==> config.mk <==
export PLATFORM = sky130hd
export DESIGN_NAME = mem_port_arbiter
export DESIGN_NICKNAME = d
export VERILOG_FILES = /design/src/rtl/mem_port_arbiter.sv
export SDC_FILE = /design/constraint.sdc
export NUM_CORES = 1
export LEC_CHECK = 0
export ABC_AREA = 0
export CAP_MARGIN = 0
export CORE_AREA = 3 3 148 150
export DETAILED_ROUTE_END_ITERATION = 10
export DIE_AREA = 0 0 151 153
export GPL_ROUTABILITY_DRIVEN = 0
export PLACE_DENSITY = 0.71
export RECOVER_POWER = 25
export SYNTH_ARGS = -nofsm -noshare
export SYNTH_HDL_FRONTEND = slang
export SYNTH_SLANG_ARGS = --single-unit
==> constraint.sdc <==
create_clock -name clk -period 4.9 [get_ports clk]
set_clock_uncertainty 0.05 [all_clocks]
set_input_delay 0.49 -clock clk [delete_from_list [all_inputs] [get_ports clk]]
set_output_delay 0.49 -clock clk [all_outputs]
set_load 0.1 [all_outputs]
==> src/rtl/mem_port_arbiter.sv <==
// mem_port_arbiter
//   Shares one single-word memory port between the instruction-fetch and
//   data-access requesters. One transaction at a time:
//   IDLE -> ISSUE -> (WAIT) -> RESP -> IDLE.
//   Data wins conflicts unless fetch has lost STARVE_LIMIT conflicts in a row.
//   A transaction that sees no memory response within TIMEOUT_CYCLES cycles
//   of ISSUE+WAIT is aborted.
//
// Ports
//   clk, rst             clock; asynchronous active-high reset
//   inst_request_i       fetch request, held until inst_valid_o
//   inst_addr_i          fetch byte address
//   inst_valid_o         one-cycle fetch completion
//   inst_rdata_o         last fetched word
//   data_request_i       data request, held until data_valid_o
//   data_we_i            1 = store, 0 = load
//   data_addr_i          data byte address
//   data_wdata_i         store data
//   data_valid_o         one-cycle data completion
//   data_rdata_o         last loaded word
//   mem_request_o        one-cycle strobe in ISSUE
//   mem_we_o             write enable, held from ISSUE through RESP
//   mem_addr_o           word address (byte address >> 2), held
//   mem_wdata_o          write data, held
//   mem_valid_i          memory completion (ISSUE/WAIT only)
//   mem_rdata_i          memory read data, qualified by mem_valid_i
//   busy_o               state != IDLE
//   timeout_o            pulses with the valid of an aborted transaction
module mem_port_arbiter #(
  parameter int ADDR_WIDTH     = 32,
  parameter int DATA_WIDTH     = 32,
  parameter int STARVE_LIMIT   = 4,
  parameter int TIMEOUT_CYCLES = 64
) (
  input  logic                  clk,
  input  logic                  rst,
  input  logic                  inst_request_i,
  input  logic [ADDR_WIDTH-1:0] inst_addr_i,
  output logic                  inst_valid_o,
  output logic [DATA_WIDTH-1:0] inst_rdata_o,
  input  logic                  data_request_i,
  input  logic                  data_we_i,
  input  logic [ADDR_WIDTH-1:0] data_addr_i,
  input  logic [DATA_WIDTH-1:0] data_wdata_i,
  output logic                  data_valid_o,
  output logic [DATA_WIDTH-1:0] data_rdata_o,
  output logic                  mem_request_o,
  output logic                  mem_we_o,
  output logic [ADDR_WIDTH-1:0] mem_addr_o,
  output logic [DATA_WIDTH-1:0] mem_wdata_o,
  input  logic                  mem_valid_i,
  input  logic [DATA_WIDTH-1:0] mem_rdata_i,
  output logic                  busy_o,
  output logic                  timeout_o
);

  typedef enum logic [1:0] {IDLE, ISSUE, WAIT, RESP} state_t;

  // +2 keeps the counter at least one bit wide when STARVE_LIMIT is 0.
  localparam int SW = $clog2(STARVE_LIMIT + 2);
  localparam int TW = $clog2(TIMEOUT_CYCLES + 1);
  localparam logic [SW-1:0] STARVE_MAX = SW'(STARVE_LIMIT);
  localparam logic [TW-1:0] TO_LAST    = TW'(TIMEOUT_CYCLES - 1);

  state_t                state_q, state_d;
  logic                  own_q, own_d;        // 0 = inst, 1 = data
  logic [SW-1:0]         starve_cnt_q, starve_cnt_d;
  logic [TW-1:0]         to_cnt_q, to_cnt_d;
  logic [ADDR_WIDTH-1:0] addr_q, addr_d;
  logic                  we_q, we_d;
  logic [DATA_WIDTH-1:0] wdata_q, wdata_d;
  logic [DATA_WIDTH-1:0] inst_rdata_q, inst_rdata_d;
  logic [DATA_WIDTH-1:0] data_rdata_q, data_rdata_d;
  logic                  timeout_q, timeout_d;

  logic grant_inst, grant_data;

  // Data wins a conflict until fetch has been passed over STARVE_LIMIT times.
  always_comb begin
    grant_data = data_request_i && (!inst_request_i || (starve_cnt_q < STARVE_MAX));
    grant_inst = inst_request_i && !grant_data;
  end

  always_comb begin
    state_d      = state_q;
    own_d        = own_q;
    starve_cnt_d = starve_cnt_q;
    to_cnt_d     = to_cnt_q;
    addr_d       = addr_q;
    we_d         = we_q;
    wdata_d      = wdata_q;
    inst_rdata_d = inst_rdata_q;
    data_rdata_d = data_rdata_q;
    timeout_d    = 1'b0;

    case (state_q)
      IDLE: begin
        if (grant_inst || grant_data) begin
          state_d  = ISSUE;
          own_d    = grant_data;
          to_cnt_d = '0;
          if (grant_data) begin
            addr_d  = data_addr_i >> 2;
            we_d    = data_we_i;
            wdata_d = data_wdata_i;
            if (inst_request_i && (starve_cnt_q != STARVE_MAX))
              starve_cnt_d = starve_cnt_q + SW'(1);
          end else begin
            addr_d       = inst_addr_i >> 2;
            we_d         = 1'b0;
            wdata_d      = '0;
            starve_cnt_d = '0;
          end
        end
      end

      ISSUE, WAIT: begin
        // A response in the timeout cycle still counts as a completion.
        if (mem_valid_i) begin
          state_d = RESP;
          if (!we_q) begin
            if (own_q) data_rdata_d = mem_rdata_i;
            else       inst_rdata_d = mem_rdata_i;
          end
        end else if (to_cnt_q >= TO_LAST) begin
          state_d   = RESP;
          timeout_d = 1'b1;
          if (!we_q) begin
            if (own_q) data_rdata_d = '0;
            else       inst_rdata_d = '0;
          end
        end else begin
          state_d  = WAIT;
          to_cnt_d = to_cnt_q + TW'(1);
        end
      end

      RESP:    state_d = IDLE;
      default: state_d = IDLE;
    endcase
  end

  always_ff @(posedge clk or posedge rst) begin
    if (rst) begin
      state_q      <= IDLE;
      own_q        <= 1'b0;
      starve_cnt_q <= '0;
      to_cnt_q     <= '0;
      addr_q       <= '0;
      we_q         <= 1'b0;
      wdata_q      <= '0;
      inst_rdata_q <= '0;
      data_rdata_q <= '0;
      timeout_q    <= 1'b0;
    end else begin
      state_q      <= state_d;
      own_q        <= own_d;
      starve_cnt_q <= starve_cnt_d;
      to_cnt_q     <= to_cnt_d;
      addr_q       <= addr_d;
      we_q         <= we_d;
      wdata_q      <= wdata_d;
      inst_rdata_q <= inst_rdata_d;
      data_rdata_q <= data_rdata_d;
      timeout_q    <= timeout_d;
    end
  end

  assign mem_request_o = (state_q == ISSUE);
  assign busy_o        = (state_q != IDLE);
  assign inst_valid_o  = (state_q == RESP) && !own_q;
  assign data_valid_o  = (state_q == RESP) &&  own_q;
  assign timeout_o     = timeout_q;   // only ever set for the RESP cycle
  assign mem_addr_o    = addr_q;
  assign mem_we_o      = we_q;
  assign mem_wdata_o   = wdata_q;
  assign inst_rdata_o  = inst_rdata_q;
  assign data_rdata_o  = data_rdata_q;

endmodule
==> impl_metrics.ini, run 1 <==
[synthesis]
synth.cell_area_mm2 = 0.006176
ys.flop_type = dfrtp_1
synth_edf_count = 0
ys_warn_count = 0
synthCells = 539
synth_cell_types = 37
synth-seq-cells = 141
async_reset_ff_share_pct = 100.0
avgSynthCellArea_um2 = 11.46
ys_seq_area_share_pct = 57.13

[job]
cap_violations = 2

[global_routing]
grt_max_degree = 84
grt_pass1_wl_um = 25810
grt_pass1_vias = 4803
overflow = 0
antenna_found_initial = 2
grtUsageTotal_pct = 14.22

[critical_path]
cp_max_fo = 8
regToRegSetupSlack_ps = 2200
critPathMaxStageDelay_ps = 1150
critical_path.startpoint = state_q[0]
cp_top_family = buffers and inverters
cp-start-kind = flip-flop
cpMaxStageDelayCell = clkdlybuf4s50_1
worstPathCellList = inv_1 -> ha_1 -> inv_1 -> clkdlybuf4s50_1
cp_num_cells = 4
r2r_end = data_rdata_o[3]
path_common_cell = inv_1
regToRegStartpoint = state_q[0]
end_kind = primary output
path_buf_inv = 3
worstSetupPathType = flip-flop to primary output
required_ps = 4360
critPathCapture = busy_o
reg2reg_depth = 4
worstPathArrival_ps = 2490

[outcome]
violations = capacitance limit, slew limit
status = finished, violations left

[cells_and_area]
fin_nets = 931
syn_to_final_growth_pct = 55.19
final_cell_mix = clkdlybuf4s50_1, dfrtp_1, nand2_1, o21ai_0, mux2_2
antenna_cells = 0
final_common_cell = clkdlybuf4s50_1
drive_gt1_share_pct = 16.17

[clock_tree]
clock_tree.root_cell = clkbuf_16
cts_tree = built
cts_buffers = 17
postCtsSetupRepairBufs = 0
cts_max_level = 4
ctsHoldBuffers = 0
clockBufferDepth = 2
ctsResizeCount = 0
cts_sinks = 141
clock_latency_ps = 410
path_clk_slew_ps = 70

[sta]
tns_ps = 0
min_period_over_period_pct = 61.74
max_freq_mhz = 330.6
rsz0062_at_grt = false
period_needed_ps = 3025
setup_viol = 0
maxSlewHeadroom_pct = -11.00
tightest_slew_ps = 1665
finalHoldViolations = 0
slew_violations = 62

[drt]
drc_errors = 0
vias_per_cell = 4.450
routedWlPerCell_um = 15.24
drtPass1Iterations = 4
drtIter0Drc = 165
drtAntennaViolNets = 0
num_vias = 4802
drt-total-wl_um = 16450

[die]
core-area_mm2 = 0.02082
fp.dieH_um = 153
rows = 53
dieArea_mm2 = 0.02310
start_util_pct = 29.66
fp.dieW_um = 151
ios = 268

[placed_design]
dpl.hpwl_um = 11820
io_buffers = 261

[hold_path]
hp-class = flip-flop to flip-flop
[flip-flops by register name, summed over array words and instances (netlist names)]
signal	flops
data_rdata_o	32
inst_rdata_o	32
mem_wdata_o	32
mem_addr_o	30
to_cnt_q	7
starve_cnt_q	3
state_q	2
mem_we_o	1
own_q	1
timeout_o	1
[synth_stat cells (2+ instances only)]
master,instances,share of area [%]
and2_1,18,1.8
and2_2,16,1.9
buf_2,11,0.89
buf_4,3,0.36
buf_6,4,0.73
clkbuf_1,17,1.0
dfrtp_1,141,57
ha_1,6,1.2
inv_1,7,0.43
mux2_2,55,10
mux2_4,10,2.4
mux2i_1,31,5.0
nand2_1,110,6.7
nand3_1,11,0.89
nor2_1,7,0.43
nor3b_1,2,0.24
o21ai_0,68,5.5
or4b_2,3,0.49
[how the worst min path moves through the flow]
stage                         start         endpoint  slack, ps  depth (start not counted)
global route         mem_addr_o[25]   mem_addr_o[25]        460                          2
floorplan           starve_cnt_q[1]  starve_cnt_q[1]        430                          2
CTS                   mem_addr_o[5]    mem_addr_o[5]        430                          2
global placement     mem_addr_o[19]   mem_addr_o[19]        410                          2
finish               mem_addr_o[18]   mem_addr_o[18]        430                          2
detailed placement   mem_addr_o[18]   mem_addr_o[18]        420                          2
[cell type report]
| cell class | instances | area, um2 |
|---|---|---|
| fill | 2000 | 11240 |
| sequential | 141 | 3528 |
| timing repair buffer | 268 | 2658 |
| multi-input combinational | 356 | 2449 |
| clock buffer | 17 | 425.4 |
| tap | 275 | 344.1 |
| clock inverter | 15 | 148.9 |
| inverter | 7 | 31.28 |
[metal layers]
layer	part of all wire, %	wire [um]	track usage (%)
met2	47	7674	22.84
met1	42	6862	17.30
met4	1.5	252	4.491
met3	9.9	1630	5.989
met5	0.16	27	0
[cells by family after synthesis]
| family | share of synthesized area [%] |
|---|---|
| flip-flops | 57.13 |
| buffers and inverters | 3.687 |
| AND/OR/NAND/NOR | 13.57 |
| other | 0.06072 |
| adder cells (fa/ha/maj) | 1.216 |
| multiplexers | 17.48 |
| AO/OA/AOI/OAI | 6.848 |
[worst register-to-register path, stage by stage (launching register included)]
cell	delay, ps
dfrtp_1	400
inv_1	60
ha_1	640
and4b_2	980
mux2_2	450
[stage by stage]
stage	cell area [um2]	hold WS, ps	std cells	util [%]	worst slack [ps]
2_1_floorplan	6180	425.3	540	-	578.8
3_3_place_gp	9017	409.5	1047	43.31	1780
3_5_place_dp	9017	419.9	1047	43.31	1756
4_1_cts	9592	434.8	1079	46.06	1826
5_1_grt	9584	463.2	1079	46.03	1565
6_report	9584	425.7	1079	46.03	1875
Power of run 1 is not shown: default switching activity piles up to over one toggle a cycle in this logic, so the estimate is an artifact.
==> run 2: changes to the inputs <==
PLACE_DENSITY = 0.73   (was 0.71)
clock period = 2.5 ns   (was 4.9 ns; I/O delays follow)
==> run 2 against run 1 <==
  * The flow now finishes without violations
  * Via count about the same
  * Hold slack lost 90 ps
  * First-iteration DRC count up 3.0%
  * Utilization decreased by 0.63 points
  * Worst setup slack got worse by 1400 ps
  * Global-route usage decreased by 0.53 points
  * Wire length shrank 2.1%
  * Non-clock buffer count rose by 5
  * Clock-buffer cell count grew 1
  * Critical path depth increased by 2
  * Cell count increased by 0.46%
  * Critical path type is now flip-flop to flip-flop
  * Largest cell class unchanged
  * Highest routed layer is now met4
==> impl_metrics.ini, run 2 (same netlist as run 1, synthesis figures left out) <==
[outcome]
status = complete, no violations

[drt]
num_vias = 4804
drtAntennaViolNets = 0
routedWlPerCell_um = 14.85
drtPass1Iterations = 4
drtIter0Drc = 170
drt-total-wl_um = 16100
vias_per_cell = 4.432
drc_errors = 0

[clock_tree]
cts_tree = built
cts_max_level = 4
clockBufferDepth = 2
postCtsSetupRepairBufs = 0
ctsHoldBuffers = 0
clock_tree.root_cell = clkbuf_16
cts_buffers = 17
path_clk_slew_ps = 60
ctsResizeCount = 0
clock_latency_ps = 410
cts_sinks = 141

[die]
dieArea_mm2 = 0.02310
fp.dieW_um = 151
core-area_mm2 = 0.02082
ios = 268
fp.dieH_um = 153
start_util_pct = 29.66
rows = 53

[sta]
rsz0062_at_grt = false
finalHoldViolations = 0
maxSlewHeadroom_pct = 11.55
tightest_slew_ps = 1327
tns_ps = 0
max_freq_mhz = 485.0
setup_viol = 0
min_period_over_period_pct = 82.47
period_needed_ps = 2062
slew_violations = 0

[global_routing]
grtUsageTotal_pct = 13.69
grt_max_degree = 98
grt_pass1_wl_um = 24920
antenna_found_initial = 0
grt_pass1_vias = 4815
overflow = 0

[critical_path]
worstSetupPathType = flip-flop to flip-flop
cpMaxStageDelayCell = dfrtp_1
required_ps = 2740
critical_path.startpoint = to_cnt_q[0]
worstPathCellList = ha_1 -> a21oi_1 -> o21ai_2 -> and4b_2 -> buf_12 -> mux2_2
cp-start-kind = flip-flop
regToRegStartpoint = to_cnt_q[0]
worstPathArrival_ps = 2300
cp_max_fo = 32
end_kind = flip-flop
critPathMaxStageDelay_ps = 440

[hold_path]
hp-class = primary input to flip-flop
worstHoldStart = data_wdata_i[18]

[cells_and_area]
final_core_util_pct = 45.40
fillers = 1988
multi_input_area_mm2 = 0.002449
syn_to_final_growth_pct = 53.06
fin_nets = 936
final_cell_mix = dfrtp_1, buf_4, clkdlybuf4s50_1, nand2_1, o21ai_0
drive_gt1_share_pct = 33.25
seq_area_mm2 = 0.003528
final_common_cell = dfrtp_1
fin_area_mm2 = 0.009453
antenna_cells = 0

[job]
cap_violations = 0

[placed_design]
placed_area_mm2 = 0.008798
io_buffers = 261
dpl.hpwl_um = 11560
## run 2: changes by cell type in the layout (fill, tap and decap cells not counted), sizes merged
cell and change:
clkdlybuf4s50 -132, clkbuf +1, bufinv +4, inv -3, clkinvlp -2, buf +137
## run 2: per-stage QoR
stage,cells,hold slack (ps),setup WS [ps]
CTS,1084,316.0,431.9
detailed placement,1052,422.2,435.1
floorplan,540,316.8,371.9
global route,1084,323.4,310.9
finish,1084,336.2,438.2
global placement,1052,413.4,469.8
## run 2: path summary, 6_finish.rpt
check | end | slack, ps | depth (start not counted)
setup / recovery | data_rdata_o[18] | 440 | 6
hold / removal | mem_wdata_o[18] | 340 | 3
setup reg to reg | data_rdata_o[18] | 440 | 6
hold reg to reg | mem_addr_o[9] | 430 | 2
max in group asynchronous | mem_wdata_o[13] | 790 | 3
min in group asynchronous | mem_addr_o[6] | 640 | 3
## run 2: layer usage
layer | global-route usage (%) | wire [um] | share of wire [%]
met3 | 5.336 | 1519 | 9.4
met2 | 22.71 | 7657 | 48
met4 | 3.929 | 179 | 1.1
met1 | 16.46 | 6742 | 42
met5 | 0 | 0 | 0
## run 2: final cells by class
cell class	instances	area share, %
clock inverter	14	2.435
timing repair buffer	273	25.73
tap	275	3.640
inverter	7	0.3177
clock buffer	18	4.646
sequential	141	37.33
multi-input combinational	356	25.90
## run 2: critical path: cells and delay by family, from the launching register on
family	cells	cell delay (ps)
AOI/OAI and AO/OA	2	340
and+or+nand+nor	1	300
buffers and inverters	1	230
muxes	1	370
adders and majority gates	1	200
DFF	1	440
Power of run 2 is left out for the same reason.
